### config.mk
export PLATFORM = sky130hd
export DESIGN_NAME = fetch_unit_flat
export DESIGN_NICKNAME = d
export VERILOG_FILES = /design/src/rtl/fetch_unit_if.sv /design/src/rtl/fetch_unit.sv /design/src/flat_wrapper.sv
export SDC_FILE = /design/constraint.sdc
export NUM_CORES = 1
export LEC_CHECK = 0
export CAP_MARGIN = 10
export CORE_MARGIN = 3
export CORE_UTILIZATION = 52
export CTS_CLUSTER_DIAMETER = 80
export DETAILED_ROUTE_END_ITERATION = 6
export PLACE_DENSITY = 0.85
export SLEW_MARGIN = 15
export SYNTH_ARGS = -nofsm -noshare
export SYNTH_HDL_FRONTEND = slang
export SYNTH_SLANG_ARGS = --single-unit
### constraint.sdc
create_clock -name clk -period 4.5 [get_ports clk]
set_clock_uncertainty 0.05 [all_clocks]
set_input_delay 0.9 -clock clk [delete_from_list [all_inputs] [get_ports clk]]
set_output_delay 0.9 -clock clk [all_outputs]
set_load 0.02 [all_outputs]
### src/rtl/fetch_unit_if.sv
// rtl/fetch_unit_if.sv - instruction memory read bus between fetch unit and memory
interface fetch_unit_if;
  logic        imem_req;
  logic [31:0] imem_addr;
  logic        imem_ready;
  logic [31:0] imem_rdata;

  modport master (
    output imem_req,
    output imem_addr,
    input  imem_ready,
    input  imem_rdata
  );

  modport slave (
    input  imem_req,
    input  imem_addr,
    output imem_ready,
    output imem_rdata
  );
endinterface

### src/rtl/fetch_unit.sv
// rtl/fetch_unit.sv - Thumb instruction fetch stage with branch redirect and bus timeout
module fetch_unit #(
  parameter logic [31:0] RESET_PC = 32'h0000_0000,
  parameter int unsigned MAX_WAIT = 15
) (
  input  logic         clk,
  input  logic         rst,
  input  logic         fetch_start,
  input  logic         branch_en,
  input  logic [31:0]  branch_target,
  fetch_unit_if.master bus,
  output logic [31:0]  instr,
  output logic [31:0]  instr_pc,
  output logic         is_32bit,
  output logic         instr_valid,
  output logic         fetch_busy,
  output logic         fetch_err,
  output logic [31:0]  pc
);

  typedef enum logic [1:0] {
    IDLE = 2'd0,
    REQ1 = 2'd1,
    REQ2 = 2'd2
  } state_t;

  localparam logic [31:0] PC_INIT   = {RESET_PC[31:1], 1'b0};
  // Timeout fires on the MAX_WAIT-th unanswered request cycle.
  localparam logic [7:0]  WAIT_LAST = 8'(MAX_WAIT - 1);

  state_t      state;
  logic [7:0]  wait_cnt;
  logic [15:0] lo_half;
  logic [31:0] start_pc;

  logic [15:0] half;
  logic        half_is_prefix;
  logic [31:0] branch_pc;
  logic [31:0] next_pc;

  // Pick the halfword addressed by pc[1] and detect a 32-bit Thumb-2 prefix (0b11101/11110/11111).
  always_comb begin
    half           = pc[1] ? bus.imem_rdata[31:16] : bus.imem_rdata[15:0];
    half_is_prefix = (half[15:13] == 3'b111) && (half[12:11] != 2'b00);
  end

  assign branch_pc     = {branch_target[31:1], 1'b0};
  assign next_pc       = pc + 32'd2;
  assign fetch_busy    = (state != IDLE);
  assign bus.imem_req  = fetch_busy;
  assign bus.imem_addr = fetch_busy ? {pc[31:2], 2'b00} : 32'h0;

  // Fetch FSM: owns the PC, assembles halfwords and raises registered valid/err pulses.
  always_ff @(posedge clk) begin
    if (rst) begin
      state       <= IDLE;
      pc          <= PC_INIT;
      wait_cnt    <= 8'd0;
      lo_half     <= 16'h0;
      start_pc    <= PC_INIT;
      instr       <= 32'h0;
      instr_pc    <= 32'h0;
      is_32bit    <= 1'b0;
      instr_valid <= 1'b0;
      fetch_err   <= 1'b0;
    end else begin
      instr_valid <= 1'b0;
      fetch_err   <= 1'b0;
      case (state)
        IDLE: begin
          wait_cnt <= 8'd0;
          if (branch_en) begin
            pc <= branch_pc;
          end else if (fetch_start) begin
            start_pc <= pc;
            state    <= REQ1;
          end
        end
        REQ1, REQ2: begin
          if (branch_en) begin
            // Redirect wins over any returning data; partial instruction is dropped.
            pc       <= branch_pc;
            state    <= IDLE;
            wait_cnt <= 8'd0;
          end else if (bus.imem_ready) begin
            pc       <= next_pc;
            wait_cnt <= 8'd0;
            if (state == REQ1) begin
              lo_half <= half;
              if (half_is_prefix) begin
                state <= REQ2;
              end else begin
                state       <= IDLE;
                instr_valid <= 1'b1;
                instr_pc    <= start_pc;
                instr       <= {16'h0, half};
                is_32bit    <= 1'b0;
              end
            end else begin
              state       <= IDLE;
              instr_valid <= 1'b1;
              instr_pc    <= start_pc;
              instr       <= {half, lo_half};
              is_32bit    <= 1'b1;
            end
          end else if (wait_cnt == WAIT_LAST) begin
            // Memory never answered: rewind to the instruction start so it can be retried.
            state     <= IDLE;
            pc        <= start_pc;
            fetch_err <= 1'b1;
            wait_cnt  <= 8'd0;
          end else begin
            wait_cnt <= wait_cnt + 8'd1;
          end
        end
        default: state <= IDLE;
      endcase
    end
  end

endmodule

### src/flat_wrapper.sv
// flat-port wrapper written by rule: the top's interface ports become plain ports
module fetch_unit_flat 
#(
  parameter logic [31:0] RESET_PC = 32'h0000_0000,
  parameter int unsigned MAX_WAIT = 15
)
  (clk, rst, fetch_start, branch_en, branch_target, instr, instr_pc, is_32bit, instr_valid, fetch_busy, fetch_err, pc, bus_imem_req, bus_imem_addr, bus_imem_ready, bus_imem_rdata);
  fetch_unit_if bus_i ();
  input  logic clk;
  input  logic rst;
  input  logic fetch_start;
  input  logic branch_en;
  input  logic [31:0] branch_target;
  output logic [31:0] instr;
  output logic [31:0] instr_pc;
  output logic is_32bit;
  output logic instr_valid;
  output logic fetch_busy;
  output logic fetch_err;
  output logic [31:0] pc;
  output wire logic [$bits(bus_i.imem_req)-1:0] bus_imem_req;
  output wire logic [$bits(bus_i.imem_addr)-1:0] bus_imem_addr;
  input wire logic [$bits(bus_i.imem_ready)-1:0] bus_imem_ready;
  input wire logic [$bits(bus_i.imem_rdata)-1:0] bus_imem_rdata;
  assign bus_imem_req = bus_i.imem_req;
  assign bus_imem_addr = bus_i.imem_addr;
  assign bus_i.imem_ready = bus_imem_ready;
  assign bus_i.imem_rdata = bus_imem_rdata;
  fetch_unit #(.RESET_PC(RESET_PC), .MAX_WAIT(MAX_WAIT)) u_core (.clk(clk), .rst(rst), .fetch_start(fetch_start), .branch_en(branch_en), .branch_target(branch_target), .bus(bus_i), .instr(instr), .instr_pc(instr_pc), .is_32bit(is_32bit), .instr_valid(instr_valid), .fetch_busy(fetch_busy), .fetch_err(fetch_err), .pc(pc));
endmodule
Word-level counts from Yosys, hierarchy flattened
Cells that the tools add are included.
- register bits after elaboration: 157
- memories: 0
- bits of input ports: 69
- logic and storage cells: 65
- bits in writable memories: 0
- output and inout port bits: 133
- bits in read-only memories: 0
- bits in latches: 0
- multiply operators: 0
- add/subtract/negate cells: 2
- muxes and demuxes: 28
- shift operators: 0
- magnitude comparators: 0
- divide/modulo/power cells: 0
- reductions and logical operators: 13
- eq/ne operators: 9
- bitwise operators: 3
- operator list (operator ; count):
    $mux W32 ; 9
    $pmux W32 S2 ; 1
    $add A32 B2 Y32 const B ; 1
    $mux W8 ; 3
    $mux W16 ; 1
    $pmux W8 S2 ; 1
    $mux W2 ; 7
    $reduce_and A3 Y1 ; 3
    $add A8 B1 Y8 const B ; 1
    $eq A8 B4 Y1 const B ; 1
    $ne A2 B2 Y1 const B ; 4
    $reduce_and A4 Y1 ; 2
    $reduce_or A4 Y1 ; 2
    $reduce_bool A2 Y1 ; 3
    $mux W1 ; 5
    $ne A4 B3 Y1 const B ; 1
    $pmux W2 S2 ; 1
    $eq A3 B3 Y1 const B ; 1
    $not A1 Y1 ; 3
    $eq A2 B1 Y1 const B ; 1
    $eq A2 B2 Y1 const B ; 1
    $logic_not A2 Y1 ; 1
    $reduce_or A2 Y1 ; 1
    $logic_and A1 B1 Y1 ; 1

Logic depth before layout (Yosys ltp)
Gate-level depths: netlist of the first run.
- word-level depth: 8
- gate-level depth with buffers: 11
- gate-level depth less buffers: 7

Least setup slack after synthesis of the first run
No wires, ideal clock.
- kind: input -> register
- from: input bus_imem_ready
- to: register u_core.pc[31]
- data required time: 4.371 ns
- buffers on the path: 1
- setup time: 0.079 ns
- stages: 6
- arrival: 2.463 ns
- slack: 1.908 ns
- cell sequence: buf_2 nand3b_1 or4_4 or3b_1 o31a_1 o211ai_1
- word-level cells in the longest chain between the ends: 3
- elaborated cells on any way between the ends: 5
- those cells by class: 1 x eq/ne; 3 x mux; 1 x reduce/logical
- RTL lines (element ; RTL line ; source):
    start: declaration ; flat_wrapper.sv:23 ; input wire logic [$bits(bus_i.imem_ready)-1:0] bus_imem_ready;
    $mux W32 ; fetch_unit.sv:85 ; end else if (bus.imem_ready) begin
    $mux W32 ; fetch_unit.sv:80 ; if (branch_en) begin
    $pmux W32 S2 ; fetch_unit.sv:69 ; case (state)
    end signal: assignment ; fetch_unit.sv:73 ; pc <= branch_pc;
    end signal: assignment ; fetch_unit.sv:82 ; pc <= branch_pc;
    end signal: assignment ; fetch_unit.sv:86 ; pc <= next_pc;
    end: declaration ; fetch_unit.sv:18 ; output logic [31:0] pc
Several ways; a longest one is shown, not always the timed one.
A chain may end at the register's enable or synchronous reset.

Worst setup path in the final report of the first run
- from: register u_core.state[1]
- to: output bus_imem_addr[15]
- word-level cells in the longest chain between the ends: 2
- RTL lines (element ; RTL line ; source):
    start: declaration ; fetch_unit.sv:31 ; state_t state;
    start signal: assignment ; fetch_unit.sv:56 ; state <= IDLE;
    start signal: assignment ; fetch_unit.sv:76 ; state <= REQ1;
    start signal: assignment ; fetch_unit.sv:83 ; state <= IDLE;
    $reduce_bool A2 Y1 ; fetch_unit.sv:49 ; assign fetch_busy = (state != IDLE);
    $mux W32 ; fetch_unit.sv:51 ; assign bus.imem_addr = fetch_busy ? {pc[31:2], 2'b00} : 32'h0;
    end: declaration ; flat_wrapper.sv:22 ; output wire logic [$bits(bus_i.imem_addr)-1:0] bus_imem_addr;
No other way between the ends.

==> results.md, run 1 <==
- Status: finished, final reports clean
- Synthesized instance count: roughly 940
- Actual slew at the worst max-slew pin: between 800 and 900 ps
- Worst R2R Start: u_core.pc[1]$_SDFFE_PP0P_
- Register area share after synthesis: 0.428
- DR pass1 iterations: 6
- Ys async rst share: 0
- Ranking of synthesized cells by area: dfxtp_1 (43%), nand2_1 (9.4%), a21oi_1 (8.9%), nor2_1 (3.6%), mux2i_1 (3.0%)
- Setup CP Type: flop to primary output
- Worst endpoint data arrival time: between 2000 and 2500 ps
- Post-Route Setup TNS: 0 ps
- Clock sink count: between 150 and 200
- # Post-CTS Setup Buffers: 0
- Synth cell types: 64
- Final worst slack: between 1000 and 1500 ps
- Die Y: ~120 um
- Multi-input gate area: 3830 um2
- Num CTS Buffers: 17
- Post-synth EDFFs: 0
- Final HPWL DP: 15000 um
- Yosys top cell by area: dfxtp_1
- Wire length per cell: between 15 and 20 um
- CP startpoint kind: flop
- Reg2reg setup slack: roughly 1400 ps
- R2R cell count: 6
- Count leader, synth: nand2_1
- Final Hold Fails: 0
- Fin area: approximately 10000 um2
- Post-CTS Resized: 0
- GRT Total Usage: 0.286
- Critical Path Fanout Max: 19
- HP Start: u_core.instr[2]$_SDFFE_PP0P_
- N_diodes: 0
- Final Non-Filler Cells: roughly 1300
- DRC: 0
- Finish-stage setup viols: 0
- Cts hold-fix bufs: 0
- Routed via count: 7600
- CORE AREA: between 10000 and 15000 um2
- Fmax: just under 300 MHz
- Clk_lat worst skew: about 430 ps
- Final wirelength: between 20000 and 25000 um
- H-Tree Depth: 4
- Grt ovf: 0
- Largest net degree at the start of global routing: 59
- I/O Pins: between 200 and 250
- Crit path time final: ~3400 ps
- Worst-path clk slew: ~60 ps
- CP Data Required Time: roughly 3600 ps
- Setup repair after global routing missed its margin: no
- Final max-slew violation count: 0
- Pre-CTS setup slack: between 1000 and 1500 ps
- Placer Congestion: between 0.8 and 0.9
- Worst hold slack: a little under 400 ps
- Syn. warnings: 0
- Initial antenna violation count: 0
- Starting density of the core: 0.544
- Avg Vias per Cell: 5.92
- RR Endpoint: u_core.instr[7]$_SDFFE_PP0P_
- Layout area overhead: 35.1%
- Max transition margin: 0.456
- Critical Path Sink Type: primary output
- Register area: 3140 um2
- Root Buffer: clkbuf_16
- PortBufs: 198
- Synth top area share: 0.428
- Maximum root-to-sink buffer count: 2
- Hold worst-path end: u_core.instr[2]$_SDFFE_PP0P_
- Fill count: roughly 1100
- Layout cells sized above 1: 0.0532
- First-pass GRT wire length: about 37000 um
- Classification of the worst-slack hold path: flop to flop
- P_leak: 3.31 nW
- Top cells by count, synth: nand2_1 (184), dfxtp_1 (157), a21oi_1 (130), nor2_1 (71), clkbuf_1 (56)
- Prevailing post-synth register cell: dfxtp_1
- CTS tree: yes
- #FFs+latches synth: between 150 and 200
- WHS Path Cells: 2
- DP Area: 9360 um2
- Std cell rows: 42
- Avg Synthesized Cell Area: just under 8 um2
- DR iter-0 viols: 860
- Fin crit share: 0.753
- DIE AREA: between 15000 and 20000 um2
- Die width: roughly 120 um
- Layout net count: between 1000 and 1500
- Vias in the first global route: between 7000 and 8000
- Peak supply drop: 0.317 mV
- DRT antenna net count: 0
- Power per cell area: 333 nW/um2
- Max-cap viol count: 0
- Post-Syn Area: between 7000 and 8000 um2
- Placed insts: between 1000 and 1500
## worst max-delay path, cell delays in order (launching register included)
cell	delay, ps
dfxtp_1	330
inv_1	80
ha_1	620
buf_4	350
nor2_1	80
clkdlybuf4s50_1	540
## worst max-delay path by stage
stage / endpoint / depth (start not counted) / slack (ps) / start
2_1_floorplan: u_core.pc[31]$_SDFFE_PP0P_ / 6 / 1910 / bus_imem_ready
3_3_place_gp: u_core.pc[31]$_SDFFE_PP0P_ / 6 / 1050 / bus_imem_ready
3_5_place_dp: u_core.pc[31]$_SDFFE_PP0P_ / 6 / 1010 / bus_imem_ready
4_1_cts: bus_imem_addr[15] / 5 / 1110 / u_core.state[0]$_SDFFE_PP0P_
5_1_grt: bus_imem_addr[31] / 5 / 990 / u_core.state[0]$_SDFFE_PP0P_
6_report: bus_imem_addr[15] / 5 / 1110 / u_core.state[1]$_SDFFE_PP0P_
## final cells by class
| class | count | area share |
|---|---|---|
| sequential | 157 | 0.317 |
| timing repair buffer | 217 | 0.214 |
| clock inverter | 7 | 0.00882 |
| multi-input combinational | 688 | 0.385 |
| inverter | 14 | 0.00529 |
| tap | 176 | 0.0222 |
| clock buffer | 25 | 0.0479 |
## layer usage
layer | track usage | share of wire | vias to the layer above
met2 | 0.472 | 0.48 | 385
met1 | 0.360 | 0.40 | 3549
met3 | 0.0720 | 0.088 | 57
met5 | 0 | 0 | -
met4 | 0.112 | 0.027 | 0
li1 | - | - | 3609
## through the flow
stage	utilization	total power, mW
5_1_grt	0.735	3.40
3_5_place_dp	0.693	1.93
4_1_cts	0.735	3.31
6_report	0.735	3.31
2_1_floorplan	-	1.74
3_3_place_gp	0.693	1.92
## state kept, by name, summed over array words and instances (netlist names), 2 cells and up
| name | count |
|---|---|
| u_core.lo_half | 16 |
| u_core.state | 2 |
| u_core.wait_cnt | 8 |
| u_core.start_pc | 32 |
| u_core.instr | 32 |
| u_core.pc | 32 |
| u_core.instr_pc | 32 |
## power by group
group	internal (mW)	switching, mW	total [mW]
Sequential	1.43	0.0627	1.49
Combinational	0.186	0.229	0.415
Clock	0.842	0.561	1.40
## placed cells by master (no fill, tap or decap), types with 6 or more instances in the layout
master / Yosys / routed
a22oi_1: 14 / 14
buf_4: 7 / 20
clkbuf_16: 0 / 17
and3_1: 6 / 6
nor2b_1: 30 / 30
dfxtp_1: 157 / 157
a22o_1: 6 / 6
a211oi_1: 18 / 18
nor4_1: 9 / 9
o31a_1: 6 / 6
nor3_1: 23 / 23
inv_1: 13 / 13
clkbuf_1: 56 / 6
nor2_1: 71 / 71
nand2_1: 184 / 184
clkdlybuf4s50_1: 0 / 197
mux2i_1: 22 / 22
nand4_1: 14 / 14
a21oi_1: 130 / 130
o211ai_1: 20 / 20
o21ai_0: 29 / 28
nand3_1: 13 / 13
a31oi_1: 7 / 7
and4_1: 6 / 6
## logic make-up after synthesis
group | synth area share
AND/OR/NAND/NOR | 0.248
AO/OA/AOI/OAI | 0.219
flip-flops | 0.428
buffers and inverters | 0.0550
multiplexers | 0.0300
XOR/XNOR | 0.00954
adder cells (fa/ha/maj) | 0.0102
other | 0.000510
Power figures use the tool's default switching activity.
==> inputs of run 2 (changes only) <==
Settings changed: CORE_UTILIZATION 52 to 49, PLACE_DENSITY 0.85 to 0.81.
Clock period 4.5 ns to 3.35 ns, I/O delays scaled along.
==> run 2 against run 1 <==
Against the previous run: worst setup slack worse by 880 ps; final cell count is 1.2% higher; largest cell class unchanged; core utilization is 4.4 points lower; hold slack better by 2.9 ps; largest power group is now clock; register-to-register slack worse by 530 ps; count of clock-buffer cells in the layout is 4 lower; critical path type unchanged; sequential power is 34% higher.
==> results.md, run 2 (same netlist as run 1, synthesis figures left out) <==
- Setup CP Type: flop to primary output
- Num CTS Buffers: 17
- DIE AREA: between 15000 and 20000 um2
- Die width: 128 um
- Vias in the first global route: approximately 7000
- Clock sink count: between 150 and 200
- Worst-path clk slew: about 60 ps
- Layout area overhead: 37.1%
- P_sw: about 1.2 mW
- Avg Vias per Cell: just under 6
- CORE AREA: approximately 15000 um2
- N_diodes: 0
- Starting density of the core: 0.504
- Critical Path Sink Type: primary output
- Wire length per cell: between 15 and 20 um
- Layout cells sized above 1: 0.0645
- Clk pwr share: 0.442
- Status: finished, final reports clean
- DR iter-0 viols: 967
- Actual slew at the worst max-slew pin: 651 ps
- Worst path cell trace: inv_1, ha_1, buf_4, nor2_1, clkdlybuf4s50_1
- Power per cell area: around 460 nW/um2
- DRC: 0
- DRT antenna net count: 0
- Final Hold Fails: 0
- Post-Route Setup TNS: 0 ps
- Switch share: 0.258
- Largest net degree at the start of global routing: 62
- Maximum root-to-sink buffer count: 2
- Crit path time final: 3120 ps
- Worst Setup SP: u_core.state[0]$_SDFFE_PP0P_
- Finish-stage setup viols: 0
- Setup repair after global routing missed its margin: no
- Layout net count: ~1200
- GRT Total Usage: 0.267
- Worst endpoint data arrival time: approximately 2400 ps
- # Post-CTS Setup Buffers: 0
- Power Total: 4.60 mW
- Max transition margin: 0.566
- DR pass1 iterations: 5
- Cts hold-fix bufs: 0
- Final wirelength: roughly 23000 um
- Most frequent cells in the layout: clkdlybuf4s50_1 (197), nand2_1 (184), dfxtp_1 (157)
- Slowest-stage cell, CP: clkdlybuf4s50_1
- Clk_lat worst skew: approximately 430 ps
- Classification of the worst-slack hold path: flop to flop
- Initial antenna violation count: 0
- First-pass GRT wire length: between 30000 and 40000 um
- Sequential power share: 0.434
- Combinational fraction of design power: 0.124
- CTS tree: yes
- Critical Path Fanout Max: 15
- Worst R2R Start: u_core.pc[2]$_SDFFE_PP0P_
- Fin crit share: 0.931
- Final max-slew violation count: 0
- Reg2reg setup slack: 880 ps
- Final HPWL DP: 15000 um
- Most common cell after layout, fill and taps aside: clkdlybuf4s50_1
- PortBufs: roughly 200
- HP Start: u_core.instr[9]$_SDFFE_PP0P_
- P_leak: about 3.4 nW
- Placer Congestion: between 0.8 and 0.9
- Die Y: 128 um
- Std cell rows: 44
- CP startpoint kind: flop
- Internal power: 3.42 mW
- I/O Pins: 202
- Post-CTS Resized: 0
- H-Tree Depth: 4
- Peak supply drop: around 0.33 mV
- Fmax: 321 MHz
- Grt ovf: 0
- Max-cap viol count: 0
- CP peak stage delay: around 650 ps
- Root Buffer: clkbuf_16
- Routed via count: 7616
- CP Data Required Time: around 2600 ps
## run 2: power groups by stage
| stage | combinational [mW] | sequential, mW | clock (mW) |
|---|---|---|---|
| after floorplan | 0.284 | 2.05 | 0 |
| after global placement | 0.557 | 2.03 | 0 |
| after detailed placement | 0.564 | 2.03 | 0 |
| after CTS | 0.569 | 1.99 | 2.05 |
| after global routing | 0.612 | 2.00 | 2.13 |
| final | 0.572 | 2.00 | 2.04 |
## run 2: final timing paths
kind                                   to  depth (start not counted)
max reg2reg    u_core.pc[27]$_SDFFE_PP0P_                          6
min          u_core.instr[9]$_SDFFE_PP0P_                          2
min reg2reg  u_core.instr[9]$_SDFFE_PP0P_                          2
max                     bus_imem_addr[24]                          5
## run 2: metal layers
layer,track usage,up-vias,part of all wire
met4,0.0861,0,0.016
met5,0,-,0
met1,0.339,3600,0.41
li1,-,3627,-
met2,0.447,344,0.48
met3,0.0660,45,0.090
## run 2: worst max-delay path, delay by kind of cell, from the launching register on
kind	cells	cell delay [ps]
buffers and inverters	3	1000
flip-flops	1	390
AND/OR/NAND/NOR	1	150
adder cells (fa/ha/maj)	1	420
## run 2: per-stage QoR
stage	utilization	area [um2]	hold slack (ps)	cells	worst slack, ps
3_5_place_dp	0.648	9450	394	1268	501
4_1_cts	0.691	10100	402	1300	227
2_1_floorplan	-	7350	391	940	988
5_1_grt	0.691	10100	416	1300	119
6_report	0.691	10100	400	1300	230
3_3_place_gp	0.648	9450	388	1268	520
## run 2: layout make-up
cell class              count  area [um2]
clock buffers              21         470
clock inverters            11         158
fillers                  1222        4510
inverters                  14        52.6
multi-input cells         688        3830
flip-flops and latches    157        3140
well taps                 184         230
repair buffers            225        2190
